$ cat src/rtl/coproc_pkg.sv
// Shared co-processor definitions: opcode encoding, command field positions
// and the issue FSM state type.
package coproc_pkg;

    typedef enum logic [2:0] {
        OP_ADD = 3'b000,
        OP_SUB = 3'b001,
        OP_AND = 3'b010,
        OP_OR  = 3'b011,
        OP_MUL = 3'b100,
        OP_SLT = 3'b101,
        OP_SGT = 3'b110,
        OP_XOR = 3'b111
    } opcode_e;

    typedef enum logic [1:0] {
        ST_IDLE,
        ST_ISSUE,
        ST_GAP
    } state_e;

    localparam int OPC_MSB  = 31;
    localparam int OPC_LSB  = 29;
    localparam int SRC1_MSB = 28;
    localparam int SRC1_LSB = 15;
    localparam int SRC2_MSB = 14;
    localparam int SRC2_LSB = 1;

endpackage

$ cat src/rtl/coproc_issue_arbiter_rr_pick.sv
// Combinational round-robin picker: first set request bit found when
// searching upward from last_grant+1, wrapping modulo NREQ.
module rr_pick #(
    parameter  int NREQ = 4,
    localparam int IW   = (NREQ > 1) ? $clog2(NREQ) : 1
) (
    input  logic [NREQ-1:0] req,
    input  logic [IW-1:0]   last_grant,
    output logic            valid,
    output logic [IW-1:0]   idx
);

    always_comb begin
        // NOTE: every output gets a default before the loop, so no path leaves
        // a value unassigned and no latch is inferred.
        valid = 1'b0;
        idx   = '0;
        // Walk from the farthest candidate back to last_grant+1; the last hit wins.
        for (int k = NREQ; k >= 1; k--) begin
            if (req[(int'(last_grant) + k) % NREQ]) begin
                valid = 1'b1;
                idx   = IW'((int'(last_grant) + k) % NREQ);
            end
        end
    end

endmodule

$ cat src/rtl/coproc_issue_arbiter.sv
// Round-robin issue arbiter feeding a single co-processor FIFO write port,
// with MUL back-off gap and last-slot (afull) protection.
module coproc_issue_arbiter
    import coproc_pkg::*;
#(
    parameter  int NREQ    = 4,
    parameter  int DW      = 32,
    parameter  int MUL_GAP = 1,
    localparam int IW      = (NREQ > 1) ? $clog2(NREQ) : 1
) (
    input  logic               p_clk,
    input  logic               rst,
    input  logic [NREQ-1:0]    req,
    input  logic [NREQ*DW-1:0] cmd_in,
    input  logic               full,
    input  logic               afull,
    output logic [NREQ-1:0]    ack,
    output logic               w_req,
    output logic [DW-1:0]      data_out,
    output logic [IW-1:0]      grant_id,
    output logic [15:0]        issued_cnt
);

    localparam int            GW       = (MUL_GAP > 1) ? $clog2(MUL_GAP) : 1;
    localparam bit            GAP_EN   = (MUL_GAP > 0);
    localparam logic [GW-1:0] GAP_INIT = GW'((MUL_GAP > 0) ? MUL_GAP - 1 : 0);

    state_e          state, state_nxt;
    logic [IW-1:0]   last_grant;
    logic            afull_hold;
    logic [GW-1:0]   gap_cnt;
    logic [NREQ-1:0] eligible;
    logic            pick_valid;
    logic [IW-1:0]   pick_idx;
    logic [NREQ-1:0] pick_onehot;
    logic [DW-1:0]   pick_cmd;
    logic            last_mul;
    logic            gap_done;
    logic            state_ok;
    logic            issue;

    // A requester acked this cycle is still showing req; skip it until it re-evaluates.
    assign eligible = req & ~ack;
    assign last_mul = (data_out[OPC_MSB:OPC_LSB] == OP_MUL);
    assign gap_done = (gap_cnt == '0);

    rr_pick #(.NREQ(NREQ)) u_rr_pick (
        .req        (eligible),
        .last_grant (last_grant),
        .valid      (pick_valid),
        .idx        (pick_idx)
    );

    always_comb begin
        pick_onehot = '0;
        pick_cmd    = '0;
        for (int i = 0; i < NREQ; i++) begin
            if (IW'(i) == pick_idx) begin
                pick_onehot[i] = 1'b1;
                pick_cmd       = cmd_in[i*DW +: DW];
            end
        end
    end

    always_comb begin
        state_ok = 1'b0;
        case (state)
            ST_IDLE:  state_ok = 1'b1;
            ST_ISSUE: state_ok = !last_mul;
            ST_GAP:   state_ok = gap_done;
            default:  state_ok = 1'b0;
        endcase

        // The hold only bites while afull is still high; sampling afull=0 releases it.
        issue = state_ok && pick_valid && !full && !(afull_hold && afull);

        if (issue)
            state_nxt = ST_ISSUE;
        else if (state == ST_ISSUE && last_mul && GAP_EN)
            state_nxt = ST_GAP;
        else if (state == ST_GAP && !gap_done)
            state_nxt = ST_GAP;
        else
            state_nxt = ST_IDLE;
    end

    always_ff @(posedge p_clk or negedge rst) begin
        if (!rst) begin
            state      <= ST_IDLE;
            w_req      <= 1'b0;
            ack        <= '0;
            data_out   <= '0;
            grant_id   <= '0;
            issued_cnt <= '0;
            afull_hold <= 1'b0;
            last_grant <= IW'(NREQ - 1);
            gap_cnt    <= '0;
        end else begin
            // NOTE: state registers use non-blocking assignments so every flop
            // samples pre-edge values regardless of statement order.
            state      <= state_nxt;
            w_req      <= issue;
            ack        <= issue ? pick_onehot : '0;
            afull_hold <= issue ? afull : (afull_hold & afull);
            if (issue) begin
                data_out   <= pick_cmd;
                grant_id   <= pick_idx;
                last_grant <= pick_idx;
                issued_cnt <= issued_cnt + 16'd1;
            end
            if (state_nxt == ST_GAP)
                gap_cnt <= (state == ST_GAP) ? gap_cnt - 1'b1 : GAP_INIT;
        end
    end

endmodule

$ cat config.mk
export PLATFORM = sky130hd
export DESIGN_NAME = coproc_issue_arbiter
export DESIGN_NICKNAME = d
export VERILOG_FILES = /design/src/rtl/coproc_pkg.sv /design/src/rtl/coproc_issue_arbiter_rr_pick.sv /design/src/rtl/coproc_issue_arbiter.sv
export SDC_FILE = /design/constraint.sdc
export NUM_CORES = 1
export LEC_CHECK = 0
export ABC_AREA = 1
export CORE_ASPECT_RATIO = 0.75
export CORE_MARGIN = 2
export CORE_UTILIZATION = 44
export DETAILED_ROUTE_END_ITERATION = 8
export PLACE_DENSITY = 0.87
export SLEW_MARGIN = 20
export SYNTH_ARGS = -nofsm -noshare
export SYNTH_HDL_FRONTEND = slang
export SYNTH_SLANG_ARGS = --single-unit
$ cat constraint.sdc
create_clock -name p_clk -period 3 [get_ports p_clk]
set_input_delay 0.6 -clock p_clk [delete_from_list [all_inputs] [get_ports p_clk]]
set_output_delay 0.6 -clock p_clk [all_outputs]
set_load 0.005 [all_outputs]
# == Yosys cells after proc, flatten, opt, wreduce, memory -nomap -nowiden ==
# Index checks and enable logic that the tools add are counted.
# op_classes
muxes,35
order_cmp,4
n_bitwise,8
eq_ne,7
n_addsub,6
reduce_logical,15
# ops
operator,n
$mux 32,4
$mux 1,18
$add 16x1->16 const B,1
$lt 3x4->1 const B,4
$mux 2,7
$bmux 1 s2,4
$reduce_or 2->1,4
$logic_and 1x1->1,6
$add 2x1->2 const B,2
$add 2x2->2 const B,2
$and 1x1->1 const A,4
$and 4x4->4,1
$eq 2x2->1 const A,2
$eq 2x2->1 const B,2
$logic_not 2->1,2
$mux 4,1
$not 4->4,1
$eq 3x3->1 const B,1
$logic_not 1->1,3
$pmux 1 s3,1
$eq 1x2->1 const A,1
$eq 2x1->1 const B,1
$and 1x1->1,1
$not 1->1,1
$sub 1x1->1 const B,1
# totals
ff_bits,61
out_inout_bits,55
in_bits,136

# == Longest topological paths before layout ==
# Gate-level depths: netlist of run 1.
# depth
ltp_word,15
depth_mapped,18
ltp_nobuf,16

# == Hierarchy ==
# Synthesis of run 1 repeated with hierarchy kept, for this count alone.
# hier_totals
cells_unflattened,520
hier_area_um2,3530.9
# by_module_without_submodules
mod,area_per_inst_um2,instances,seq_area_each_um2,cells_per_inst
coproc_issue_arbiter,3284.4,1,1503.9,469
rr_pick,246.5,1,0.0,51

# == Worst setup path after synthesis of run 1 ==
# Ideal clock, no wire load.
# synth_timing
kind,reg-to-reg
startpoint,register last_grant[0]
endpoint,register data_out[3]
t_required_ps,2884
arrival_time_ps,1785
period_less_slack_ps,1901
n_path_buf,2
stages_incl_launch_ff,18
path_slack_ps,1099
path_cell_list,dfstp_2 buf_6 inv_4 nand3_1 nand2_1 nand2_1 nand2_1 inv_1 nand2_1 nand2_1 nand2_1 nand2_2 nand2_2 buf_2 o21ai_0 inv_1 nand2_1 nand2_1
# synth_via
elab_chain_cells,13
word_cells_on_any_way,35
# synth_rtl
item,line,source
from (decl),coproc_issue_arbiter.sv:29,logic [IW-1:0] last_grant;
from (signal assigned),coproc_issue_arbiter.sv:96,last_grant <= IW'(NREQ - 1);
from (signal assigned),coproc_issue_arbiter.sv:108,last_grant <= pick_idx;
$add 2x1->2,"coproc_issue_arbiter_rr_pick.sv:20, coproc_issue_arbiter_rr_pick.sv:22",
$bmux 1 s2,coproc_issue_arbiter_rr_pick.sv:20,if (req[(int'(last_grant) + k) % NREQ]) begin
$mux 1 (implied by the code) (2 in series),coproc_issue_arbiter_rr_pick.sv:20,
$mux 2 (4 in series),coproc_issue_arbiter_rr_pick.sv:20,
$logic_not 2->1,coproc_issue_arbiter.sv:58,if (IW'(i) == pick_idx) begin
$mux 32 (4 in series),coproc_issue_arbiter.sv:58,
to (signal assigned),coproc_issue_arbiter.sv:106,data_out <= pick_cmd;
to (decl),coproc_issue_arbiter.sv:19,"output logic [DW-1:0] data_out,"
# Several ways; a longest one is shown, not always the timed one. The select of a mux whose other input is x is not followed.
# A chain may end at the register's enable or synchronous reset.

# == Final worst setup path of run 1 ==
# layout_timing
startpoint,input req[1]
endpoint,register data_out[1]
# layout_via
elab_chain_cells,13
word_cells_on_any_way,32
# layout_rtl
item,line,source
from (decl),coproc_issue_arbiter.sv:13,"input logic [NREQ-1:0] req,"
$and 4x4->4 *,coproc_issue_arbiter.sv:43,assign eligible = req & ~ack;
$bmux 1 s2,coproc_issue_arbiter_rr_pick.sv:20,
$mux 1 (implied by the code) (2 in series),coproc_issue_arbiter_rr_pick.sv:20,
$mux 2 (4 in series),coproc_issue_arbiter_rr_pick.sv:20,
$logic_not 2->1,coproc_issue_arbiter.sv:58,
$mux 32 (4 in series),coproc_issue_arbiter.sv:58,
# Every way passes the cells marked *; elsewhere a longest branch is shown, timed or not. The select of a mux whose other input is x is not followed.

==> impl_metrics.toml, run 1 <==
[run_status]
status = "finished, final reports clean"

[sta]
layout_min_cycle_time_ns = 2.449
hold_viol_final = 0
max_freq_ghz = 0.4084
fin_skew_ns = 0.009714
worst_slew_pin_slew_ns = 0.4823
finalSetupViolCount = 0
slew_viol_final = 0
rsz0062_at_grt = "false"
tns_ns = 0
relSlewSlack_pct = 67.81
period_share_pct = 81.62
hold_ws_ns = 0.2790

[yosys]
synth_edf_count = 0
synth_flop_cell = "dfrtp_1"
synth-xor-area-share_pct = 3.891
syn-cell-area_um2 = 3795
syn-instance-count = 567
ys_seq_area_share_pct = 39.63
syn_nets = 704
synth-compound-area-share_pct = 8.506
synth_mux_area_share_pct = 0
yosys.area_share.simple_pct = 39.20
async_flop_share_pct = 100.0
synth_seq_cells = 60
synthAdderAreaFrac_pct = 0.3297
yosysUniqueCellTypes = 33
ys_warn_count = 0
synth_top_family_by_area = "simple AND/OR/NAND/NOR gates"
avgSynthCellArea_um2 = 6.693

[worst_hold_path]
hold_path_class = "in -> async"

[layout]
nets = 890
fin_cells = 868
n_fill_cell = 691
layout_common_cells = "nand2_1, clkdlybuf4s50_1, nor2_1, dfrtp_1, nand3_1"
finish.instance_area_um2 = 6127
final_common_cell = "nand2_1"
syn2layout_area_growth_pct = 61.46
drive_gt1_share_pct = 6.728

[floorplan]
initial_core_util_pct = 45.08
pin_count = 191
core_um2 = 8418
die_area_um2 = 9391
placementRows = 29
die_w_um = 111.2
fp.dieH_um = 84.43

[drt]
ant_nets = 0
vias = 4450
route.top_layer_used = "met4"
avgRoutedWirePerCell_um = 14.80
drc = 0
drt-met1-wl_um = 5256
wl_met2_um = 6214
drt-initial-drc-count = 306
first_pass_iters = 6
wirelength_um = 12850
via_per_inst = 5.127
dr_wl_met3_um = 1109

[grt]
track_usage_pct = 27.76
grt_pass1_vias = 4362
grt_max_degree = 61
gr-total-overflow = 0
antenna_found_initial = 1
grt_pass1_wl_um = 20990

[placement]
dp_cells = 850
place.detailed.hpwl_um = 9742
gp_congestion = 0.8789
io_buffers = 190
dpl-instance-area_um2 = 5793

[cts]
clk_latency_ns = 0.32
htree_num_levels = 3
root_buffer = "clkbuf_16"
path_clk_slew_ns = 0.05
numClockSinks = 60
post_cts_buffers = 0
ctsResizeCount = 0
cts_tree = "built"
postCtsHoldBufs = 0
cts_made_buffers = 9
cts_buffer_depth = 2

[power]
ir_worst_vdd_mv = 1.076
power.density_nw_per_um2 = 1232
p_leak_uw = 0.002875

[run]
cap_viol_max_count = 0

[setup_path]
path_class = "in -> reg"
r2r_start = "last_grant[0]$_DFFE_PN1P_"
worstReg2RegEnd = "data_out[1]$_DFFE_PN0P_"
cp-start-kind = "input port"
required_ns = 3.21
crit_path_max_fanout = 9
endpoint = "data_out[1]$_DFFE_PN0P_"
r2r_cells = 13
r2r_slack_ns = 0.66
crit_path_end_kind = "flip-flop"
crit_start = "req[1]"
critPathArrivalTime_ns = 2.66
worst min-delay path by stage:
stage	start	endpoint	slack, ns	cells after the start
final	rst	afull_hold$_DFF_PN0_	0.28	2
after global routing	rst	afull_hold$_DFF_PN0_	0.30	2
after CTS	rst	afull_hold$_DFF_PN0_	0.29	2
after detailed placement	state[1]$_DFF_PN0_	state[1]$_DFF_PN0_	0.46	1
after global placement	state[1]$_DFF_PN0_	state[1]$_DFF_PN0_	0.45	1
after floorplan	rst	ack[0]$_DFF_PN0_	0.30	0
registers in the layout (all words and copies together), names as in the netlist:
name	cells
ack	4
afull_hold	1
data_out	32
gap_cnt	1
grant_id	2
issued_cnt	16
last_grant	2
state	2
Yosys cell counts, types with 3 or more instances:
cell	instances	share of area, %
nand3_1	55	7.3
buf_4	7	1.4
clkbuf_1	4	0.40
nand2_2	6	0.99
inv_1	39	3.9
o21ai_0	41	5.4
or2_2	6	0.99
nand3b_1	5	0.99
nand2_1	193	19
xor2_1	11	2.5
nor3_1	5	0.66
nor2_1	82	8.1
buf_2	13	1.7
inv_2	3	0.30
dfrtp_1	58	38
a21oi_1	16	2.1
xnor2_1	4	0.92
where the power goes:
| group | leakage (uW) | switching [uW] | total, uW | internal, uW |
|---|---|---|---|---|
| logic | 0.00198 | 3000 | 4990 | 1980 |
| clock network | 0.000159 | 346 | 1120 | 770 |
| registers | 0.000736 | 272 | 1440 | 1170 |
final cells by class:
class | instances | area, um2 | area share [%]
sequential | 60 | 1504 | 24.55
clock buffer | 12 | 256.5 | 4.186
inverter | 43 | 163.9 | 2.675
multi-input combinational | 436 | 1971 | 32.16
clock inverter | 4 | 72.57 | 1.184
tap | 108 | 135.1 | 2.205
timing repair buffer | 203 | 2019 | 32.96
antenna | 2 | 5.005 | 0.08168
per-layer routing:
layer | track usage, % | up-vias
li1 | - | 2155
met1 | 34.15 | 2054
met2 | 48.06 | 219
met3 | 7.653 | 22
met4 | 8.418 | 0
met5 | 0 | -
critical path, stage by stage:
cell and delay, ns:
clkdlybuf4s50_1 0.52, nand3_1 0.12, nand2_1 0.10, nand2_1 0.07, nand2_1 0.08, inv_1 0.05, nand2_1 0.10, nand2_1 0.08
nand2_1 0.07, nand2_2 0.09, nor2_2 0.40, nand2_1 0.14, a21oi_1 0.18, nor2_1 0.05
kinds of logic after synthesis:
kind of cell	count (synthesis)
flops	60
fa+ha+maj	1
simple gates	358
xor+xnor	16
buf+inv	71
compound gates	61
through the flow:
step	setup WS, ns	power, uW	util [%]
6_report	0.5515	7548	72.79
5_1_grt	0.4043	8215	72.73
4_1_cts	0.6020	7543	72.73
3_5_place_dp	0.2678	6381	68.82
3_3_place_gp	0.4164	6202	68.82
2_1_floorplan	1.099	4612	-
No activity file was read; power rests on OpenSTA's default activity.
==> run 2, diff against run 1 <==
--- a/config.mk
+++ b/config.mk
@@ -8,9 +8,9 @@
 export ABC_AREA = 1
 export CORE_ASPECT_RATIO = 0.75
 export CORE_MARGIN = 2
-export CORE_UTILIZATION = 44
+export CORE_UTILIZATION = 37
 export DETAILED_ROUTE_END_ITERATION = 8
-export PLACE_DENSITY = 0.87
+export PLACE_DENSITY = 0.78
 export SLEW_MARGIN = 20
 export SYNTH_ARGS = -nofsm -noshare
 export SYNTH_HDL_FRONTEND = slang
==> constraint.sdc (replaced) <==
create_clock -name p_clk -period 2.1 [get_ports p_clk]
set_input_delay 0.42 -clock p_clk [delete_from_list [all_inputs] [get_ports p_clk]]
set_output_delay 0.42 -clock p_clk [all_outputs]
set_load 0.005 [all_outputs]
==> run 2 against run 1 <==
The flow now finishes with violations (setup timing); sequential power grew 43%; critical path type is now reg -> reg; routed wire length up 7.4%; core utilization shrank 4.9 points; final cell count increased by 5.4%; sequential share of layout area is 2.0 points lower; worst hold slack lost 0.25 ns; via count up 2.0%.
==> impl_metrics.toml, run 2 (same netlist as run 1, synthesis figures left out) <==
[grt]
track_usage_pct = 23.67
antenna_found_initial = 0
grt_pass1_vias = 4464
grt_pass1_wl_um = 20830
gr-total-overflow = 0
grt_max_degree = 36

[power]
power_frac_seq_pct = 15.9
p_comb_share_pct = 73.5
clkPwrFrac_pct = 10.6
power.switching_uw = 6101
swShare_pct = 47.15
ir_worst_vdd_mv = 1.100
internal_power_uw = 6837
p_leak_uw = 0.003065
power.density_nw_per_um2 = 1941

[floorplan]
pin_count = 191
die_w_um = 120.9
die_area_um2 = 11090
core_um2 = 9813
fp.dieH_um = 91.71
placementRows = 31
initial_core_util_pct = 38.67

[cts]
numClockSinks = 60
path_clk_slew_ns = 0.05
cts_buffer_depth = 2
cts_made_buffers = 9
root_buffer = "clkbuf_16"
postCtsHoldBufs = 0
htree_num_levels = 3
clk_latency_ns = 0.33
cts_tree = "built"

[setup_path]
critPathArrivalTime_ns = 2.39
r2r_cells = 14
crit_path_max_fanout = 22
r2r_start = "last_grant[0]$_DFFE_PN1P_"
r2r_slack_ns = -0.08
crit_path_end_kind = "flip-flop"
required_ns = 2.31
path_class = "reg -> reg"
crit_start = "last_grant[0]$_DFFE_PN1P_"
worstReg2RegEnd = "data_out[20]$_DFFE_PN0P_"
cp-start-kind = "flip-flop"

[sta]
worst_slew_pin_slew_ns = 0.4388
worst_slack_ns = -0.08369
rsz0062_at_grt = "true"
layout_min_cycle_time_ns = 2.184
max_freq_ghz = 0.4579
slew_viol_final = 0
period_share_pct = 104.0
tns_ns = -0.5826
relSlewSlack_pct = 70.48
hold_viol_final = 0
finalSetupViolCount = 22
fin_skew_ns = 0.005464

[placement]
dp_cells = 894
dpl-instance-area_um2 = 6023
gp_congestion = 0.9425
place.detailed.hpwl_um = 10260
io_buffers = 190

[layout]
regArea_um2 = 1504
diodes = 0
utilization_pct = 67.92
nets = 915
n_fill_cell = 822
final_common_cell = "clkdlybuf4s50_1"
multi_input_area_um2 = 2213
fin_cells = 915
top_regs = "data_out x32, issued_cnt x16, ack x4"
largest_register_ff_count = 32
layout_common_cells = "clkdlybuf4s50_1, nand2_1, nor2_1, dfrtp_1, nand3_1"
top_register = "data_out"
syn2layout_area_growth_pct = 75.63
drive_gt1_share_pct = 15.07
finish.instance_area_um2 = 6665

[drt]
vias = 4541
drt-initial-drc-count = 233
via_per_inst = 4.963
avgRoutedWirePerCell_um = 15.09
wirelength_um = 13800
drc = 0
ant_nets = 0
first_pass_iters = 5

[run_status]
status = "finished with violations"
violations = "setup timing"

[run]
cap_viol_max_count = 0

[worst_hold_path]
hold_path_class = "in -> async"
-- run 2: cell types whose count changed in the layout (fill, tap and decap cells not counted), moves of 9 or more --
cell,delta
a21oi_2,+10
o21ai_0,-17
nand2_1,-16
buf_4,+11
a21oi_1,-10
o21ai_1,+11
nand3_1,-9
-- run 2: worst max-delay path: stages (launching register included) --
cell and delay [ns]:
dfstp_2 0.62, buf_6 0.15, xnor2_4 0.13, inv_2 0.07
nand2_1 0.06, nand2_1 0.06, nand2_2 0.12, nand2_2 0.09
nand2_2 0.09, nand2_4 0.08, nor2_4 0.14, buf_12 0.17
nor2_1 0.07, a21oi_2 0.15, nor2_1 0.07
-- run 2: power groups by stage --
| stage | logic, uW | clock network (uW) | registers, uW |
|---|---|---|---|
| floorplan | 4590 | 0 | 2000 |
| global placement | 7590 | 0 | 2030 |
| detailed placement | 7830 | 0 | 2050 |
| CTS | 8070 | 1380 | 2040 |
| global route | 10400 | 1440 | 2110 |
| finish | 9510 | 1380 | 2060 |
-- run 2: how the worst max path moves through the flow --
stage               cells after the start                  endpoint  slack (ns)
finish                                 14  data_out[20]$_DFFE_PN0P_       -0.08
CTS                                    14  data_out[20]$_DFFE_PN0P_      -0.003
floorplan                              17   data_out[3]$_DFFE_PN0P_        0.20
global route                           14  data_out[20]$_DFFE_PN0P_       -0.20
global placement                       16   data_out[6]$_DFFE_PN0P_       -0.30
detailed placement                     16   data_out[7]$_DFFE_PN0P_       -0.44
-- run 2: timing repair --
action,4_1_cts,5_1_grt
gates resized for setup,11,75
setup buffers,1,2
endpoints found under the setup margin,32,43
gates cloned,0,3
endpoints found under the hold margin,0,0
pin swaps,0,12
-- run 2: final cells by class --
| cell class | count | area share [%] |
|---|---|---|
| clock inverters | 4 | 0.3754 |
| repair buffers | 228 | 35.03 |
| well taps | 132 | 2.478 |
| inverters | 43 | 2.497 |
| clock buffers | 12 | 3.848 |
| multi-input cells | 436 | 33.21 |
| flip-flops and latches | 60 | 22.56 |
-- run 2: metal layers --
| metal | global-route usage, % | up-vias | routed length [um] |
|---|---|---|---|
| met4 | 8.236 | 0 | 209 |
| met1 | 28.72 | 2134 | 5794 |
| li1 | - | 2207 | - |
| met3 | 6.343 | 21 | 964 |
| met5 | 0 | - | 0 |
| met2 | 40.45 | 179 | 6836 |
-- run 2: per-stage QoR --
| step | power (uW) | setup slack [ns] | hold slack, ns |
|---|---|---|---|
| after floorplan | 6589 | 0.1986 | 0.1244 |
| after global placement | 9624 | -0.2982 | 0.3846 |
| after detailed placement | 9881 | -0.4364 | 0.3891 |
| after CTS | 11490 | -0.003214 | 0.05251 |
| after global routing | 13910 | -0.1997 | 0.05152 |
| final | 12940 | -0.08369 | 0.03233 |
==> run 3, diff against run 2 <==
--- a/config.mk
+++ b/config.mk
@@ -11,6 +11,7 @@
 export CORE_UTILIZATION = 37
 export DETAILED_ROUTE_END_ITERATION = 8
 export PLACE_DENSITY = 0.78
+export SETUP_SLACK_MARGIN = 0.2
 export SLEW_MARGIN = 20
 export SYNTH_ARGS = -nofsm -noshare
 export SYNTH_HDL_FRONTEND = slang
==> run 3 against run 2 <==
The run still ends with setup timing left; flip-flop and latch count did not move; sequential share of layout area shrank 1.7 points; global-route usage rose by 2.5 points; fmax fell by 2.1%; sequential power hardly changed; combinational power grew 15%; critical path depth is 1 lower; largest cell class unchanged.
==> impl_metrics.toml, run 3 (same netlist as run 1, synthesis figures left out) <==
[setup_path]
crit_path_max_fanout = 7
cp-start-kind = "flip-flop"
crit_chain = "nand3_2 > buf_4 > nand4_1 > nand2_1 > inv_1 > nand3_1 > nand2_4 > nor2_2 > buf_4 > nand2_1 > nand3_1 > nor2_2 > nor2_1"
cp_top_family = "simple AND/OR/NAND/NOR gates"
critPathMaxStageDelay_ns = 0.66
crit_buf_inv = 3
r2r_slack_ns = -0.13
r2r_start = "last_grant[0]$_DFFE_PN1P_"
path_class = "reg -> reg"
r2r_cells = 13
slowest_stage = "dfstp_2"
critPathArrivalTime_ns = 2.44
crit_path_end_kind = "flip-flop"
worstReg2RegEnd = "data_out[29]$_DFFE_PN0P_"
required_ns = 2.31
crit_start = "last_grant[0]$_DFFE_PN1P_"

[placement]
preCtsSetupSlack_ns = -0.3079
io_buffers = 190
place.detailed.hpwl_um = 10230
gp_congestion = 0.8763
dpl-instance-area_um2 = 6053

[cts]
cts_made_buffers = 9
htree_num_levels = 3
clk_latency_ns = 0.33
cts_tree = "built"
numClockSinks = 60
root_buffer = "clkbuf_16"
cts_buffer_depth = 2
path_clk_slew_ns = 0.05
postCtsHoldBufs = 0

[layout]
final_common_cell = "clkdlybuf4s50_1"
drive_gt1_share_pct = 22.39
syn2layout_area_growth_pct = 89.55
finish.instance_area_um2 = 7193
top_register = "data_out"
nets = 936
layout_common_cells = "clkdlybuf4s50_1, nand2_1, nor2_1, dfrtp_1, nand3_1"
n_fill_cell = 733
top_regs = "data_out x32, issued_cnt x16, ack x4"
diodes = 0
largest_register_ff_count = 32

[power]
power.density_nw_per_um2 = 2022
p_leak_uw = 0.003331
ir_worst_vdd_mv = 1.362

[drt]
via_per_inst = 5.063
first_pass_iters = 6
ant_nets = 0
vias = 4739
wirelength_um = 15250
drt-initial-drc-count = 309
drc = 0
avgRoutedWirePerCell_um = 16.29

[floorplan]
pin_count = 191
die_area_um2 = 11090
initial_core_util_pct = 38.67
core_um2 = 9813
die_w_um = 120.9
fp.dieH_um = 91.71
placementRows = 31

[run]
cap_viol_max_count = 0

[grt]
grt_max_degree = 43
track_usage_pct = 26.20
gr-total-overflow = 0
antenna_found_initial = 0
grt_pass1_wl_um = 23140
grt_pass1_vias = 4786

[worst_hold_path]
hold_path_class = "in -> async"

[sta]
slew_viol_final = 0
max_freq_ghz = 0.4486
worst_slack_ns = -0.1294
layout_min_cycle_time_ns = 2.229
relSlewSlack_pct = 66.86
worst_slew_pin_slew_ns = 0.4972
period_share_pct = 106.2
finalSetupViolCount = 41
tns_ns = -3.492
fin_skew_ns = 0.003587
rsz0062_at_grt = "true"
hold_viol_final = 0

[run_status]
status = "finished with violations"
violations = "setup timing"
==> run 3: timing repair <==
action / in CTS / in global routing
setup endpoints to repair: 52 / 58
endpoints found under the hold margin: 0 / 0
gates resized for setup: 76 / 87
pin swaps: 40 / 28
cloned: 6 / 3
setup buffers: 7 / 6
==> run 3: worst max path at each step <==
stage	to	slack (ns)	cells past startpoint
finish	data_out[29]$_DFFE_PN0P_	-0.13	13
global route	data_out[29]$_DFFE_PN0P_	-0.24	15
CTS	data_out[0]$_DFFE_PN0P_	0.02	17
detailed placement	data_out[24]$_DFFE_PN0P_	-0.31	16
global placement	data_out[29]$_DFFE_PN0P_	-0.27	15
floorplan	data_out[28]$_DFFE_PN0P_	0.20	16
==> run 3: area by class of cell <==
type                            instances  area [um2]  share of cell area, %
Clock buffer                           10       229.0                  3.183
Clock inverter                          6       88.84                  1.235
Inverter                               43       173.9                  2.418
Multi-Input combinational cell        437        2347                  32.63
Sequential cell                        60        1504                  20.91
Tap cell                              132       165.2                  2.296
Timing Repair Buffer                  248        2685                  37.33
==> run 3: power by group <==
group | switching, uW | total [uW] | internal (uW)
clock network | 567 | 1610 | 1040
registers | 384 | 2060 | 1670
logic | 5680 | 10900 | 5200
total | 6630 | 14500 | 7920
==> run 3: stage by stage <==
| stage | hold slack, ns | total power [uW] | util (%) | instances |
|---|---|---|---|---|
| finish | 0.05631 | 14550 | 73.30 | 936 |
| global route | 0.07586 | 15660 | 73.30 | 936 |
| CTS | 0.06722 | 13490 | 69.81 | 927 |
| detailed placement | 0.4104 | 9956 | 61.69 | 898 |
| global placement | 0.3983 | 9708 | 61.69 | 898 |
| floorplan | 0.1244 | 6621 | - | 567 |
==> run 3: worst reg2reg max path, cell delays in order (launching register included) <==
cell and delay, ns:
dfstp_2 0.66, nand3_2 0.15, buf_4 0.17, nand4_1 0.12, nand2_1 0.10, inv_1 0.06, nand3_1 0.11, nand2_4 0.16
nor2_2 0.06, buf_4 0.15, nand2_1 0.07, nand3_1 0.09, nor2_2 0.16, nor2_1 0.06
==> run 3: layer usage <==
layer | share of wire, % | track usage (%) | vias to the layer above
li1 | - | - | 2256
met1 | 39 | 31.77 | 2173
met2 | 50 | 45.46 | 267
met3 | 8.2 | 6.157 | 43
met4 | 2.7 | 9.012 | 0
met5 | 0 | 0 | -
